--- src/rtl/keypad_pkg.sv ---
// Shared types and helpers for the 4x4 keypad scanner: FSM state encoding,
// special key codes, the row/column to key-code map and row-pattern helpers.
// No ports; imported by keypad_scanner.
package keypad_pkg;

  typedef enum logic [1:0] {
    SCAN     = 2'd0,
    DEBOUNCE = 2'd1,
    PRESSED  = 2'd2,
    RELEASE  = 2'd3
  } state_e;

  localparam logic [3:0] KEY_STAR  = 4'hE;
  localparam logic [3:0] KEY_HASH  = 4'hF;
  // Rows are active-low with external pull-ups: all high means no key on the driven column.
  localparam logic [3:0] ROWS_IDLE = 4'hF;

  // Physical layout:  r0: 1 2 3 A | r1: 4 5 6 B | r2: 7 8 9 C | r3: * 0 # D
  function automatic logic [3:0] key_lookup(input logic [1:0] row_idx,
                                            input logic [1:0] col_idx);
    logic [3:0] code;
    code = 4'h0;
    case ({row_idx, col_idx})
      4'h0: code = 4'h1;
      4'h1: code = 4'h2;
      4'h2: code = 4'h3;
      4'h3: code = 4'hA;
      4'h4: code = 4'h4;
      4'h5: code = 4'h5;
      4'h6: code = 4'h6;
      4'h7: code = 4'hB;
      4'h8: code = 4'h7;
      4'h9: code = 4'h8;
      4'hA: code = 4'h9;
      4'hB: code = 4'hC;
      4'hC: code = KEY_STAR;
      4'hD: code = 4'h0;
      4'hE: code = KEY_HASH;
      4'hF: code = 4'hD;
      default: code = 4'h0;
    endcase
    return code;
  endfunction

  // True when exactly one row is pulled low; zero or several low rows
  // (no key, or a ghosting/multi-key pattern) are rejected.
  function automatic logic onehot0_low(input logic [3:0] rs);
    logic [3:0] low;
    low = ~rs;
    return (low != 4'h0) && ((low & (low - 4'h1)) == 4'h0);
  endfunction

  // Index of the low row; only meaningful when onehot0_low() holds.
  function automatic logic [1:0] low_row_idx(input logic [3:0] rs);
    logic [1:0] idx;
    idx = 2'd0;
    if (!rs[0])      idx = 2'd0;
    else if (!rs[1]) idx = 2'd1;
    else if (!rs[2]) idx = 2'd2;
    else if (!rs[3]) idx = 2'd3;
    return idx;
  endfunction

endpackage

--- src/rtl/keypad_scanner_if.sv ---
// Keypad-side and key-event signals of the scanner, bundled for port lists.
// master: the scanner (reads row_in, drives column and key outputs).
// slave:  the keypad/consumer side (drives row_in, observes the rest).
interface keypad_scanner_if;

  logic [3:0] row_in;     // active-low rows from the matrix, asynchronous
  logic [3:0] col_out;    // active-low column drive, one bit low
  logic [3:0] key_code;   // last accepted key
  logic       key_valid;  // one-cycle strobe per accepted press
  logic       key_held;   // accepted press not yet released

  modport master (
    input  row_in,
    output col_out,
    output key_code,
    output key_valid,
    output key_held
  );

  modport slave (
    output row_in,
    input  col_out,
    input  key_code,
    input  key_valid,
    input  key_held
  );

endinterface

--- src/rtl/sync_2ff.sv ---
// Two-flop synchroniser for a bus of independent asynchronous bits.
// Latency: 2 cycles. No backpressure; the input is sampled every cycle.
// Ports: clk, rst (sync, active-high, loads RST_VAL), d (async in), q (synchronised out).
module sync_2ff #(
  parameter int               WIDTH   = 4,
  parameter logic [WIDTH-1:0] RST_VAL = '1
) (
  input  logic             clk,
  input  logic             rst,
  input  logic [WIDTH-1:0] d,
  output logic [WIDTH-1:0] q
);

  logic [WIDTH-1:0] meta_q, meta_d;
  logic [WIDTH-1:0] sync_q, sync_d;

  always_comb begin
    meta_d = d;
    sync_d = meta_q;
  end

  always_ff @(posedge clk) begin
    if (rst) begin
      meta_q <= RST_VAL;
      sync_q <= RST_VAL;
    end else begin
      meta_q <= meta_d;
      sync_q <= sync_d;
    end
  end

  assign q = sync_q;

endmodule

--- src/rtl/keypad_scanner.sv ---
// Scans a 4x4 active-low keypad, debounces press and release, emits one key code per press.
// Latency: <= 2 (sync) + SCAN_TICKS + DEBOUNCE_CYCLES + 1 cycles from a stable press on the driven column.
// Backpressure: none; key_valid is a one-cycle strobe that the consumer must take when it fires.
// Ports: clk, rst (sync, active-high); kp (master): row_in in, col_out/key_code/key_valid/key_held out.
module keypad_scanner
  import keypad_pkg::*;
#(
  parameter int SCAN_TICKS      = 1000,
  parameter int DEBOUNCE_CYCLES = 500000
) (
  input  logic                    clk,
  input  logic                    rst,
  keypad_scanner_if.master        kp
);

  localparam int SW = $clog2(SCAN_TICKS) + 1;
  localparam int DW = $clog2(DEBOUNCE_CYCLES) + 1;
  localparam logic [SW-1:0] SCAN_LAST = SW'(SCAN_TICKS - 1);
  localparam logic [DW-1:0] DEB_LAST  = DW'(DEBOUNCE_CYCLES - 1);

  logic [3:0] rs;  // synchronised rows

  sync_2ff #(
    .WIDTH   (4),
    .RST_VAL (4'hF)
  ) u_row_sync (
    .clk (clk),
    .rst (rst),
    .d   (kp.row_in),
    .q   (rs)
  );

  state_e        state_q,    state_d;
  logic [1:0]    col_idx_q,  col_idx_d;
  logic [3:0]    col_out_q,  col_out_d;
  logic [SW-1:0] scan_cnt_q, scan_cnt_d;
  logic [DW-1:0] dcnt_q,     dcnt_d;
  logic [3:0]    cand_q,     cand_d;      // row pattern that started the debounce
  logic [3:0]    key_code_q, key_code_d;
  logic          key_valid_q, key_valid_d;
  logic          key_held_q,  key_held_d;

  always_comb begin
    state_d     = state_q;
    col_idx_d   = col_idx_q;
    scan_cnt_d  = scan_cnt_q;
    dcnt_d      = dcnt_q;
    cand_d      = cand_q;
    key_code_d  = key_code_q;
    key_valid_d = 1'b0;
    key_held_d  = key_held_q;

    case (state_q)
      SCAN: begin
        // Dwell on the column long enough for the new drive to reach rs
        // through the synchroniser before the rows are judged.
        if (scan_cnt_q == SCAN_LAST) begin
          scan_cnt_d = '0;
          if (onehot0_low(rs)) begin
            cand_d  = rs;
            dcnt_d  = '0;
            state_d = DEBOUNCE;
          end else begin
            col_idx_d = col_idx_q + 2'd1;
          end
        end else begin
          scan_cnt_d = scan_cnt_q + 1'b1;
        end
      end

      DEBOUNCE: begin
        // The press is accepted on the DEBOUNCE_CYCLES-th consecutive matching cycle.
        if (rs != cand_q) begin
          state_d    = SCAN;
          col_idx_d  = col_idx_q + 2'd1;
          scan_cnt_d = '0;
          dcnt_d     = '0;
        end else if (dcnt_q == DEB_LAST) begin
          state_d     = PRESSED;
          key_code_d  = key_lookup(low_row_idx(cand_q), col_idx_q);
          key_valid_d = 1'b1;
          key_held_d  = 1'b1;
          dcnt_d      = '0;
        end else begin
          dcnt_d = dcnt_q + 1'b1;
        end
      end

      PRESSED: begin
        // Column stays frozen; further keys on this column are ignored
        // until every row reads released.
        if (rs == ROWS_IDLE) begin
          state_d = RELEASE;
          dcnt_d  = '0;
        end
      end

      RELEASE: begin
        if (rs != ROWS_IDLE) begin
          state_d = PRESSED;
          dcnt_d  = '0;
        end else if (dcnt_q == DEB_LAST) begin
          state_d    = SCAN;
          key_held_d = 1'b0;
          col_idx_d  = col_idx_q + 2'd1;
          scan_cnt_d = '0;
          dcnt_d     = '0;
        end else begin
          dcnt_d = dcnt_q + 1'b1;
        end
      end

      default: begin
        state_d    = SCAN;
        scan_cnt_d = '0;
        dcnt_d     = '0;
      end
    endcase

    col_out_d = ~(4'b0001 << col_idx_d);
  end

  always_ff @(posedge clk) begin
    if (rst) begin
      state_q     <= SCAN;
      col_idx_q   <= 2'd0;
      col_out_q   <= 4'b1110;
      scan_cnt_q  <= '0;
      dcnt_q      <= '0;
      cand_q      <= 4'hF;
      key_code_q  <= 4'h0;
      key_valid_q <= 1'b0;
      key_held_q  <= 1'b0;
    end else begin
      state_q     <= state_d;
      col_idx_q   <= col_idx_d;
      col_out_q   <= col_out_d;
      scan_cnt_q  <= scan_cnt_d;
      dcnt_q      <= dcnt_d;
      cand_q      <= cand_d;
      key_code_q  <= key_code_d;
      key_valid_q <= key_valid_d;
      key_held_q  <= key_held_d;
    end
  end

  assign kp.col_out   = col_out_q;
  assign kp.key_code  = key_code_q;
  assign kp.key_valid = key_valid_q;
  assign kp.key_held  = key_held_q;

endmodule

--- src/flat_wrapper.sv ---
// flat-port wrapper written by rule: the top's interface ports become plain ports
module keypad_scanner_flat import keypad_pkg::*;
#(
  parameter int SCAN_TICKS      = 1000,
  parameter int DEBOUNCE_CYCLES = 500000
)
  (clk, rst, kp_row_in, kp_col_out, kp_key_code, kp_key_valid, kp_key_held);
  keypad_scanner_if kp_i ();
  input  logic clk;
  input  logic rst;
  input wire logic [$bits(kp_i.row_in)-1:0] kp_row_in;
  output wire logic [$bits(kp_i.col_out)-1:0] kp_col_out;
  output wire logic [$bits(kp_i.key_code)-1:0] kp_key_code;
  output wire logic [$bits(kp_i.key_valid)-1:0] kp_key_valid;
  output wire logic [$bits(kp_i.key_held)-1:0] kp_key_held;
  assign kp_i.row_in = kp_row_in;
  assign kp_col_out = kp_i.col_out;
  assign kp_key_code = kp_i.key_code;
  assign kp_key_valid = kp_i.key_valid;
  assign kp_key_held = kp_i.key_held;
  keypad_scanner #(.SCAN_TICKS(SCAN_TICKS), .DEBOUNCE_CYCLES(DEBOUNCE_CYCLES)) u_core (.clk(clk), .rst(rst), .kp(kp_i));
endmodule
--- config.mk ---
export PLATFORM = sky130hd
export DESIGN_NAME = keypad_scanner_flat
export DESIGN_NICKNAME = d
export VERILOG_FILES = /design/src/rtl/keypad_pkg.sv /design/src/rtl/keypad_scanner_if.sv /design/src/rtl/sync_2ff.sv /design/src/rtl/keypad_scanner.sv /design/src/flat_wrapper.sv
export SDC_FILE = /design/constraint.sdc
export NUM_CORES = 1
export LEC_CHECK = 0
export CAP_MARGIN = 20
export CORE_UTILIZATION = 52
export CTS_CLUSTER_DIAMETER = 30
export DETAILED_ROUTE_END_ITERATION = 16
export PLACE_DENSITY_LB_ADDON = 0.3
export SYNTH_ARGS = -nofsm -noshare
export SYNTH_HDL_FRONTEND = slang
export SYNTH_HIERARCHICAL = 1
export SYNTH_SLANG_ARGS = --single-unit
--- constraint.sdc ---
create_clock -name clk -period 2.6 [get_ports clk]
set_input_delay 0.39 -clock clk [delete_from_list [all_inputs] [get_ports clk]]
set_output_delay 0.39 -clock clk [all_outputs]
set_load 0.005 [all_outputs]
Word-level counts from Yosys, hierarchy flattened:

Memory sizes are Yosys's and may differ from the RTL's. A register that Yosys moved wholly into a read port is not among the register bits.
Index checks and enable logic that the tools add are counted.
Widths: inputs -> output; s select.

* bits in registers: 53
* ROM bits: 64
* input port bits: 6
* output and inout bits: 10
* word-level logic and storage cells: 91
* memories kept: 1

* add/subtract/negate cells: 4
* equality and inequality tests: 18
* shift operators: 1
* multiplexer cells: 39
* bitwise logic cells: 5
* reduce and logical (&&, ||, !) cells: 13

Memory list
* (no name shown): depth 16, width 4, read ports 1, clocked after Yosys merged registers in 1, write ports 0, line keypad_pkg.sv:23 `case ({row_idx, col_idx})`

Operators by type and width (count)
* $mux 20: 6
* $pmux 20 s4: 1
* $mux 11: 4
* $mux 2: 19
* $pmux 11 s3: 1
* $add 20x1->20 const B: 1
* $eq 20x19->1 const B: 1
* $ne 2x1->1 const B: 6
* $add 11x1->11 const B: 1
* $eq 11x10->1 const B: 1
* $reduce_and 5->1: 2
* $reduce_and 3->1: 3
* $not 4->4: 2
* $pmux 2 s4: 1
* $ne 3x1->1 const B: 2
* $pmux 2 s3: 1
* $mux 1: 5
* $and 4x4->4: 1
* $eq 2x2->1 const B: 2
* $eq 4x4->1 const B: 1
* $logic_not 4->1: 1
* $ne 2x2->1 const B: 2
* $ne 4x4->1: 1
* $ne 4x4->1 const B: 1
* other kinds (13): 14

Longest topological paths before layout:

* depth in word-level cells: 10
* depth in mapped cells: 8
* depth with buffers taken out: 6

Modules after synthesis:

The synthesis kept the hierarchy.

By module, submodules not included
* keypad_scanner: times used 1, cells an instance 332, area each 2922.8 sq um, seq. area each 980.9 sq um
* sync_2ff: times used 1, cells an instance 16, area each 210.2 sq um, seq. area each 160.2 sq um

Worst setup path after synthesis:

Ideal clock, no wire load.

* path type: register -> register
* start point: register u_core.scan_cnt_q[3]
* end point: register u_core.col_idx_q[0]
* library setup time: 121 ps
* arrival: 1988 ps
* slack: 491 ps
* cell stages (with the launch flop): 5
* path buffers: 0
* clock period less this slack: 2109 ps
* path through: dfxtp_1 or4b_4 o41a_2 nor3_4 mux2_2

* cells in the longest elaborated chain, start to end: 3

Ends and longest elaborated chain
* start: declaration: line keypad_scanner.sv:36 `logic [SW-1:0] scan_cnt_q, scan_cnt_d;`
* start signal: assignment: line keypad_scanner.sv:138 `scan_cnt_q <= scan_cnt_d;`
* $eq 11x10->1: line keypad_scanner.sv:57 `if (scan_cnt_q == SCAN_LAST) begin`
* $mux 2: line keypad_scanner.sv:57
* $pmux 2 s3: line keypad_scanner.sv:53 `case (state_q)`
* end signal: assignment: line keypad_scanner.sv:136 `col_idx_q <= col_idx_d;`
* end: declaration: line keypad_scanner.sv:34 `logic [1:0] col_idx_q, col_idx_d;`

No other way between the ends.
A chain may end at the register's enable or synchronous reset.

Final worst setup path:

* start point: register u_core.scan_cnt_q[3]
* end point: register u_core.dcnt_q[3]

* cells in the longest elaborated chain, start to end: 3

Ends and longest elaborated chain
* $eq 11x10->1: line keypad_scanner.sv:57
* $ne 2x1->1 (no line)
* $reduce_and 3->1 (no line)
* end signal: assignment: line keypad_scanner.sv:139 `dcnt_q <= dcnt_d;`
* end: declaration: line keypad_scanner.sv:37 `logic [DW-1:0] dcnt_q, dcnt_d;`

No other way between the ends.

==> results.cfg <==
[timing]
fin_crit_ns = 2.372
setup_slack_ns = 0.2279
finalCritPeriodShare = 0.9123
fmax_mhz = 421.6
rsz0062_at_grt = no
worstMarginPinSlew_ns = 0.7120
setup_violations = 0
skew_ns = 0.005171
fin_setup_tns_ns = 0
relSlewSlack = 0.5253
whs_ns = 0.3091
slew_violations = 0
hold_viol_final = 0

[logic_synthesis]
synth_cells = 348
synth_area_leader_cell = dfxtp_1
ys_seq_area_frac = 0.3642
syn_area_sq_um = 3133
synth_edf_count = 0
synthDistinctLibCells = 63
synth-main-ff-cell = dfxtp_1
syn_area_per_cell_sq_um = 9.003
ys_seq_elements = 57
syn_nets = 360
yosys_warnings = 6
synthArstFlopShare = 0
synth_area_leaders = dfxtp_1 36%, nand2_1 4.2%, nand4_1 3.8%
synth_top_area_share = 0.3642

[job]
cap_violations = 0

[power_and_ir_drop]
p_int_mw = 1.397
p_leak_nw = 1.194
comb_power_share = 0.039
p_per_area_nw_per_um2 = 507.3
netSwitchingFraction = 0.2153
seqPwrFrac = 0.501
ir_drop_v = 0.0003220
clock_power_share = 0.459
power.switching_mw = 0.3833

[critical_path]
cp_top_family = simple AND/OR/NAND/NOR gates
path_class = reg2reg
start_kind = flip-flop
critical-path-max-stage-delay_ns = 0.60
cp_cell_sequence = or4b_4 -> nor3_4 -> a31oi_4 -> buf_4 -> or3_1 -> a211oi_1
r2r_setup_slack_ns = 0.23
crit_buf_inv = 1
rr_worst_depth = 6
cp.required_ns = 2.84
worstPathMaxFanout = 28
crit_path_end_kind = flip-flop
cp.arrival_ns = 2.61
cp.depth = 6
slowest_stage = or4b_4

[finish]
stdcell_count = 441
area_growth_pct = 12.02
final_common_cell = dfxtp_1
final_layout_size_suffix_gt1_frac = 0.1382
nFillCells = 471
layout_common_cells = 57 x dfxtp_1, 35 x nand2_1, 19 x nand4_1
nNetsFinal = 377
final_core_util = 0.6221
insertedDiodeCount = 0

[grt]
antenna_found_initial = 0
grt_usage = 0.2369
grt_pass1_wl_um = 11620
overflow = 0
first_global_vias = 2506
grt_max_degree = 31

[clock_tree]
clock_sinks = 57
cts_buffers = 9
cts_buffer_depth = 2
cts_resized = 0
cts_tree = built
clk_pin_slew_worst_paths_ns = 0.06
clock_latency_ns = 0.32
ctsHtreeMaxLevel = 3
holdBufCountCts = 0
cts_setup_buffers = 0
root_buffer = clkbuf_8

[drt]
wl_per_cell_um = 15.40
met3_length_um = 353
wl_met2_um = 3085
drt-met1-wl_um = 3213
vias_per_cell = 6.420
drt.antenna.violating_nets = 0
top_layer = met4
remaining_drc_errors = 0
drtIter0Drc = 248
dr.pass1.iters = 5
route.vias.total = 2831
routed_wl_um = 6793

[placed_design]
routabilityCongestion = 0.8269
dp_hpwl_um = 4636
numPortBuffers = 15
dp_cells = 426
pre_cts_slack_ns = 0.2548

[floorplanning]
ios = 16
die_w_um = 79.62
start_util = 0.5553
rows = 27
dieArea_sq_um = 6339
core-area_sq_um = 5642
die_h_um = 79.62

[min_path]
hp-class = in2reg
hold_path_depth = 2

[run_status]
status = complete, no violations
## cells by family (layout without fill, tap and decap cells)
family,Yosys count,count (layout),share of synthesized area
AND/OR/NAND/NOR,153,153,0.2839
AO/OA/AOI/OAI,87,87,0.2204
flip-flops,57,57,0.3642
buffers and inverters,28,49,0.05071
multiplexers,11,11,0.03994
adder cells (fa/ha/maj),6,6,0.02396
XOR/XNOR,6,6,0.01677
## power by group through the flow
stage / Sequential [mW] / Combinational (mW) / Clock [mW]
4_1_cts: 0.892 / 0.0697 / 0.843
5_1_grt: 0.893 / 0.0778 / 0.883
6_report: 0.893 / 0.0699 / 0.818
2_1_floorplan: 0.909 / 0.0476 / 0
3_5_place_dp: 0.912 / 0.0694 / 0
3_3_place_gp: 0.911 / 0.0681 / 0
## routing by layer
layer,track usage,vias to the layer above
li1,-,1372
met1,0.3244,1338
met2,0.3556,106
met3,0.04229,15
met4,0.1164,0
met5,0,-
## cell type report
type                       instances  area (sq um)  area share
sequential                        57          1141      0.3251
clock inverter                     3         40.04     0.01141
inverter                          10         37.54     0.01070
tap                               72         90.09     0.02567
timing repair buffer              24         212.7     0.06061
multi-input combinational        263          1833      0.5223
clock buffer                      12         155.1     0.04421
## Yosys cell counts (7+ instances only)
library cell   n
and3_1         9
a211oi_2       7
nand4_1       19
a21oi_1       14
or2_1          8
a211oi_1       9
or4_1          7
o31ai_1       10
mux2i_1        8
clkbuf_1      11
nor3_1        13
or3_1          9
nor2_1        13
nand3_1       15
dfxtp_1       57
a31oi_1        7
inv_1          9
nand2_1       35
o21ai_0       12
## path summary, 6_finish.rpt
path / to / startpoint
worst max-delay path: u_core/dcnt_q[3] / u_core/scan_cnt_q[3]
worst min-delay path: u_core/u_row_sync/meta_q[0] / rst
worst max register to register: u_core/dcnt_q[3] / u_core/scan_cnt_q[3]
worst min register to register: u_core/u_row_sync/q[1] / u_core/u_row_sync/meta_q[1]
## sequential cells by signal, summed over array words and instances (netlist names)
signal,cells
u_core/u_row_sync/meta_q,4
u_core/kp.key_code,4
u_core/dcnt_q,20
u_core/col_idx_q,2
u_core/kp.key_held,1
u_core/kp.col_out,4
u_core/scan_cnt_q,11
u_core/u_row_sync/q,4
u_core/cand_q,4
u_core/kp.key_valid,1
u_core/state_q,2
## through the flow
stage | power [mW] | instance area, sq um
3_5_place_dp | 0.9811 | 3314
2_1_floorplan | 0.9564 | 3133
6_report | 1.781 | 3510
5_1_grt | 1.854 | 3510
3_3_place_gp | 0.9793 | 3314
4_1_cts | 1.805 | 3510
(Power assumes the default switching activity.)
==> RTL change 1: new RTL, same settings <==
`key_code_q` no longer has a reset.
--- a/src/rtl/keypad_scanner.sv
+++ b/src/rtl/keypad_scanner.sv
@@ -128,7 +128,6 @@
       scan_cnt_q  <= '0;
       dcnt_q      <= '0;
       cand_q      <= 4'hF;
-      key_code_q  <= 4'h0;
       key_valid_q <= 1'b0;
       key_held_q  <= 1'b0;
     end else begin
@@ -138,10 +137,13 @@
       scan_cnt_q  <= scan_cnt_d;
       dcnt_q      <= dcnt_d;
       cand_q      <= cand_d;
-      key_code_q  <= key_code_d;
       key_valid_q <= key_valid_d;
       key_held_q  <= key_held_d;
     end
+  end
+
+  always_ff @(posedge clk) begin
+    key_code_q <= key_code_d;
   end
 
   assign kp.col_out   = col_out_q;
Behaviour: same outputs for any inputs over 10 cycles, from zero or initial values and one cycle with rst high; that may be too few to reach the edited logic, so the function may still have changed.
==> RTL change 1 against the unedited design <==
Sequential share of layout area is 4.2 points higher. Synthesized area fell by 13%. Count of clock-buffer cells in the layout up 2. Routed wire length shrank 15%. Clock skew rose by 0.0019 ns. Cell area fell by 8.4%. Non-clock buffer count increased by 4. Global-route usage is essentially flat. Maximum frequency up 1.1%. Power increased by 2.5%. Worst setup slack improved by 0.025 ns. Sequential power grew 2%. Sequential cell count unchanged.
==> RTL change 1: results (changes against the unedited design) <==
| Metric | Value |
|---|---|
| Status | finished, final reports clean (unchanged) |
| Overall Global Routing Usage | 0.2365 (was 0.2369) |
| Fillers | 467 (was 471) |
| Ys async rst share | 0 (unchanged) |
| #MultiIn Comb | 228 (was 263) |
| Total number of vias | 2314 (was 2831) |
| Reg2reg path depth | 6 (unchanged) |
| Leakage power | 1.248 nW (was 1.194 nW) |
| Synth Net Count | 321 (was 360) |
| CP Capture Point | u_core/scan_cnt_q[4] (was u_core/dcnt_q[3]) |
| Largest registers | u_core/dcnt_q x20, u_core/scan_cnt_q x11 (unchanged) |
| Worst-margin pin slew | 0.4803 ns (was 0.7120 ns) |
| Most frequent cells after synthesis | dfxtp_1 (53), nor2_1 (37), nand2_1 (23), xor2_1 (17) (was dfxtp_1 (57), nand2_1 (35), nand4_1 (19), nand3_1 (15), a21oi_1 (14)) |
| # nets final | 346 (was 377) |
| Primary FF master, synth | dfxtp_1 (unchanged) |
| First-pass GRT wire length | 9.873 mm (was 11.62 mm) |
| R2r setup slk | 0.25 ns (was 0.23 ns) |
| Critical Path Source | u_core/u_row_sync/q[1] (was u_core/scan_cnt_q[3]) |
| DRT Pass-1 Iters | 4 (was 5) |
| Clock Path Buffers | 2 (unchanged) |
| Port-buffer cells | 15 (unchanged) |
| CTS Buf Count | 9 (unchanged) |
| Clk_skew | 0.007052 ns (was 0.005171 ns) |
| Worst vdd ir | 0.3847 mV (was 0.3220 mV) |
| Routed WL per cell | 14.17 µm (was 15.40 µm) |
| FF+latch count | 57 (unchanged) |
| Vias in the first global route | 2243 (was 2506) |
| # clk buffers | 14 (was 12) |
| Hold Path Class | register to register (was input port to register) |
| Area of the multi-input gates | 1454 µm² (was 1833 µm²) |
| Hold WS | 0.4037 ns (was 0.3091 ns) |
| Synth warnings | 6 (unchanged) |
| Critical Path AT | 2.62 ns (was 2.61 ns) |
| Hold depth | 1 (was 2) |
| DP HPWL | 4.069 mm (was 4.636 mm) |
| Clock-cell share of area | 0.06459 (was 0.05561) |
| Layout cells sized above 1 | 0.1032 (was 0.1382) |
| Min-Delay Endpoint | u_core/u_row_sync/q[2] (was u_core/u_row_sync/meta_q[0]) |
| Final non-clock buffer share | 0.07704 (was 0.06061) |
| DR iter-0 viols | 166 (was 248) |
| EDFF count, synth | 4 (was 0) |
| Antenna violations before repair | 0 (unchanged) |
| Gpl congestion | 0.8165 (was 0.8269) |
| Critical-path maximum fanout | 9 (was 28) |
| Largest net degree at the start of global routing | 30 (was 31) |
| Nonclk buf count | 28 (was 24) |
| Hold Crit Start | u_core/u_row_sync/meta_q[2] (was rst) |
| Sequential element share of the synthesized area | 0.4324 (was 0.3642) |
| Clock insertion delay at the later pin of the skew report | 0.34 ns (was 0.32 ns) |
| Post-synthesis cell type count | 51 (was 63) |
| Reg clk slew, reported paths | 0.06 ns (about the same) |
| Diode count | 0 (unchanged) |
| Area contributors post-synth | dfxtp_1 (39%), xor2_1 (5.5%), nor2_1 (5.1%) (was dfxtp_1 (36%), nand2_1 (4.2%), nand4_1 (3.8%)) |
| Sequential cell area | 1181 µm² (was 1141 µm²) |
RTL change 1: per-layer routing:
metal,wire length (µm),GRT usage,vias to the layer above
li1,-,-,1163
met1,2636,0.2721,1088
met2,2836,0.4174,49
met3,213,0.04472,14
met4,111,0.1195,0
met5,0,0,-
RTL change 1: where the power goes:
| part | internal [mW] | switching (mW) |
|---|---|---|
| sequential | 0.895 | 0.0126 |
| combinational | 0.0290 | 0.0324 |
| clock | 0.520 | 0.336 |
| total | 1.44 | 0.381 |
RTL change 1: logic make-up (layout without fill, tap and decap cells):
| kind of cell | count (synthesis) | count (layout) | synth area share |
|---|---|---|---|
| and+or+nand+nor | 139 | 139 | 0.2652 |
| DFF | 57 | 57 | 0.4324 |
| AOI/OAI and AO/OA | 50 | 50 | 0.1292 |
| xor gates and xnor gates | 26 | 26 | 0.08337 |
| buffers and inverters | 24 | 54 | 0.03664 |
| muxes | 7 | 7 | 0.02565 |
| adders and majority gates | 6 | 6 | 0.02748 |
RTL change 1: metrics by stage:
stage	setup WS (ns)	instance area [µm²]	power (mW)	cells
floorplan	0.2901	2731	0.9606	309
global placement	0.2200	3004	0.9853	393
detailed placement	0.1523	3004	0.9885	393
CTS	0.1502	3212	1.840	409
global route	0.1185	3216	1.889	409
finish	0.2527	3216	1.825	409
RTL change 1: worst max-delay path, cell delays in order, from the launching register on:
cell and delay, ns:
dfxtp_1 0.43, and3_1 0.22, and4_1 0.23, or4b_4 0.53, and2_4 0.22, or4_1 0.47
a31oi_1 0.17
RTL change 1: repair_timing:
item                                    4_1_cts  5_1_grt
endpoints found under the setup margin        0        1
setup buffers                                 0        0
hold endpoints to repair                      0        0
gates resized for setup                       0        1
==> RTL change 2: new RTL, config.mk and constraints unchanged <==
Made on the original files. `DEBOUNCE_CYCLES` is set to 500000 in 2 places; all go to 125000.
--- a/src/rtl/keypad_scanner.sv
+++ b/src/rtl/keypad_scanner.sv
@@ -6,7 +6,7 @@
   import keypad_pkg::*;
 #(
   parameter int SCAN_TICKS      = 1000,
-  parameter int DEBOUNCE_CYCLES = 500000
+  parameter int DEBOUNCE_CYCLES = 125000
 ) (
   input  logic                    clk,
   input  logic                    rst,
--- a/src/flat_wrapper.sv
+++ b/src/flat_wrapper.sv
@@ -2,7 +2,7 @@
 module keypad_scanner_flat import keypad_pkg::*;
 #(
   parameter int SCAN_TICKS      = 1000,
-  parameter int DEBOUNCE_CYCLES = 500000
+  parameter int DEBOUNCE_CYCLES = 125000
 )
   (clk, rst, kp_row_in, kp_col_out, kp_key_code, kp_key_valid, kp_key_held);
   keypad_scanner_if kp_i ();
Check against the original RTL: same outputs for any inputs over 10 cycles, from zero or initial values and one cycle with rst high; that may be too few to reach the edited logic, so the function may still have changed.
==> RTL change 2 against the unedited design <==
Routed wire length shrank 24%. Critical path depth unchanged. Non-clock buffer count unchanged. Via count decreased by 23%. Worst setup slack worse by 0.038 ns. Maximum frequency decreased by 1.6%. Power is 20% lower. Cell area shrank 12%. Sequential power shrank 3.4%. Sequential cell count is 2 lower. Synthesized area down 13%.
==> RTL change 2: results (changes against the unedited design) <==
| Metric | Value |
|---|---|
| Hold Crit Start | u_core/u_row_sync/meta_q[2] (was rst) |
| Most frequent cells after synthesis | dfxtp_1 (55), nor2_1 (46), nand2_1 (19), xnor2_1 (16), nand4_1 (15) (was dfxtp_1 (57), nand2_1 (35), nand4_1 (19), nand3_1 (15), a21oi_1 (14)) |
| Clk_skew | 0.007313 ns (was 0.005171 ns) |
| Clock-cell share of area | 0.03248 (was 0.05561) |
| Sequential element share of the synthesized area | 0.4039 (was 0.3642) |
| Max-slew headroom | 0.6019 (was 0.5253) |
| Leakage power | 1.081 nW (was 1.194 nW) |
| Final non-filler cell total | 388 (was 441) |
| R2r setup slk | 0.19 ns (was 0.23 ns) |
| Cells after DPL | 380 (was 426) |
| Largest registers | u_core/dcnt_q x18, u_core/scan_cnt_q x11 (was u_core/dcnt_q x20, u_core/scan_cnt_q x11) |
| # nets final | 332 (was 377) |
| Hold Path Class | register to register (was input port to register) |
| DR iter-0 viols | 137 (was 248) |
| Reg clk slew, reported paths | 0.09 ns (was 0.06 ns) |
| First-pass GRT wire length | 8.735 mm (was 11.62 mm) |
| Area of the multi-input gates | 1546 µm² (was 1833 µm²) |
| # clk buffers | 8 (was 12) |
| Met3 Use GR | 0.04472 (was 0.04229) |
| GR Util met1 | 0.2771 (was 0.3244) |
| Seq/total area | 0.3581 (was 0.3251) |
| Vias in the first global route | 1959 (was 2506) |
| Critical-path maximum fanout | 10 (was 28) |
| Switching power of the nets | 298.6 µW (was 383.3 µW) |
| Area contributors post-synth | dfxtp_1 (40%), nor2_1 (6.3%), xnor2_1 (5.1%) (was dfxtp_1 (36%), nand2_1 (4.2%), nand4_1 (3.8%)) |
| Syn Area/Cell | 9.028 µm² (was 9.003 µm²) |
| Routed WL per cell | 13.27 µm (was 15.40 µm) |
| Status | finished, final reports clean (unchanged) |
| CTS H-Tree Depth | 2 (was 3) |
| Fillers | 434 (was 471) |
| Gpl congestion | 0.7931 (was 0.8269) |
| Post-synthesis cell type count | 57 (was 63) |
| Worst reg2reg endpoint | u_core/kp.col_out[2] (was u_core/dcnt_q[3]) |
| Overall Global Routing Usage | 0.2048 (was 0.2369) |
[RTL change 2: cell types whose count changed in the layout (fill, tap and decap cells not counted), sizes merged, moves of 8 or more]
cell    before  now
o31ai       11    1
a211oi      16    2
a31oi        8    0
xnor2        4   16
xor2         2   13
nand2       35   20
nor2        13   46
o21ai       12    3
[RTL change 2: metrics by stage]
stage               area (µm²)  utilization  hold WS [ns]  worst slack, ns  total power, mW
floorplan                 2726            -        0.3832           0.2496           0.9236
global placement          2973       0.6092        0.3845           0.2341           0.9444
detailed placement        2973       0.6092        0.3940           0.1347           0.9476
CTS                       3073       0.6297        0.4155           0.1229            1.441
global route              3082       0.6315        0.4381          0.05893            1.491
finish                    3082       0.6315        0.4133           0.1902            1.424
[RTL change 2: cells by family (layout without fill, tap and decap cells)]
group | Yosys count | after routing | synth area share
simple gates | 144 | 144 | 0.2864
mux | 11 | 11 | 0.04543
fa+ha+maj | 6 | 6 | 0.02753
flops | 55 | 55 | 0.4039
xor+xnor | 29 | 29 | 0.09316
compound gates | 36 | 36 | 0.1124
buf+inv | 21 | 40 | 0.03121
[RTL change 2: worst max path at each step]
| stage | endpoint | cells past startpoint | start |
|---|---|---|---|
| 4_1_cts | u_core/kp.col_out[2] | 7 | u_core/dcnt_q[0] |
| 5_1_grt | u_core/kp.col_out[2] | 7 | u_core/dcnt_q[1] |
| 6_report | u_core/kp.col_out[2] | 6 | u_core/dcnt_q[3] |
| 3_3_place_gp | u_core/kp.col_out[2] | 7 | u_core/dcnt_q[0] |
| 2_1_floorplan | u_core/kp.col_out[2] | 7 | u_core/dcnt_q[0] |
| 3_5_place_dp | u_core/kp.col_out[2] | 7 | u_core/dcnt_q[0] |
[RTL change 2: repair_timing]
action,CTS,global route
hold endpoints to repair,0,0
resized for setup,0,3
setup endpoints to repair,0,1
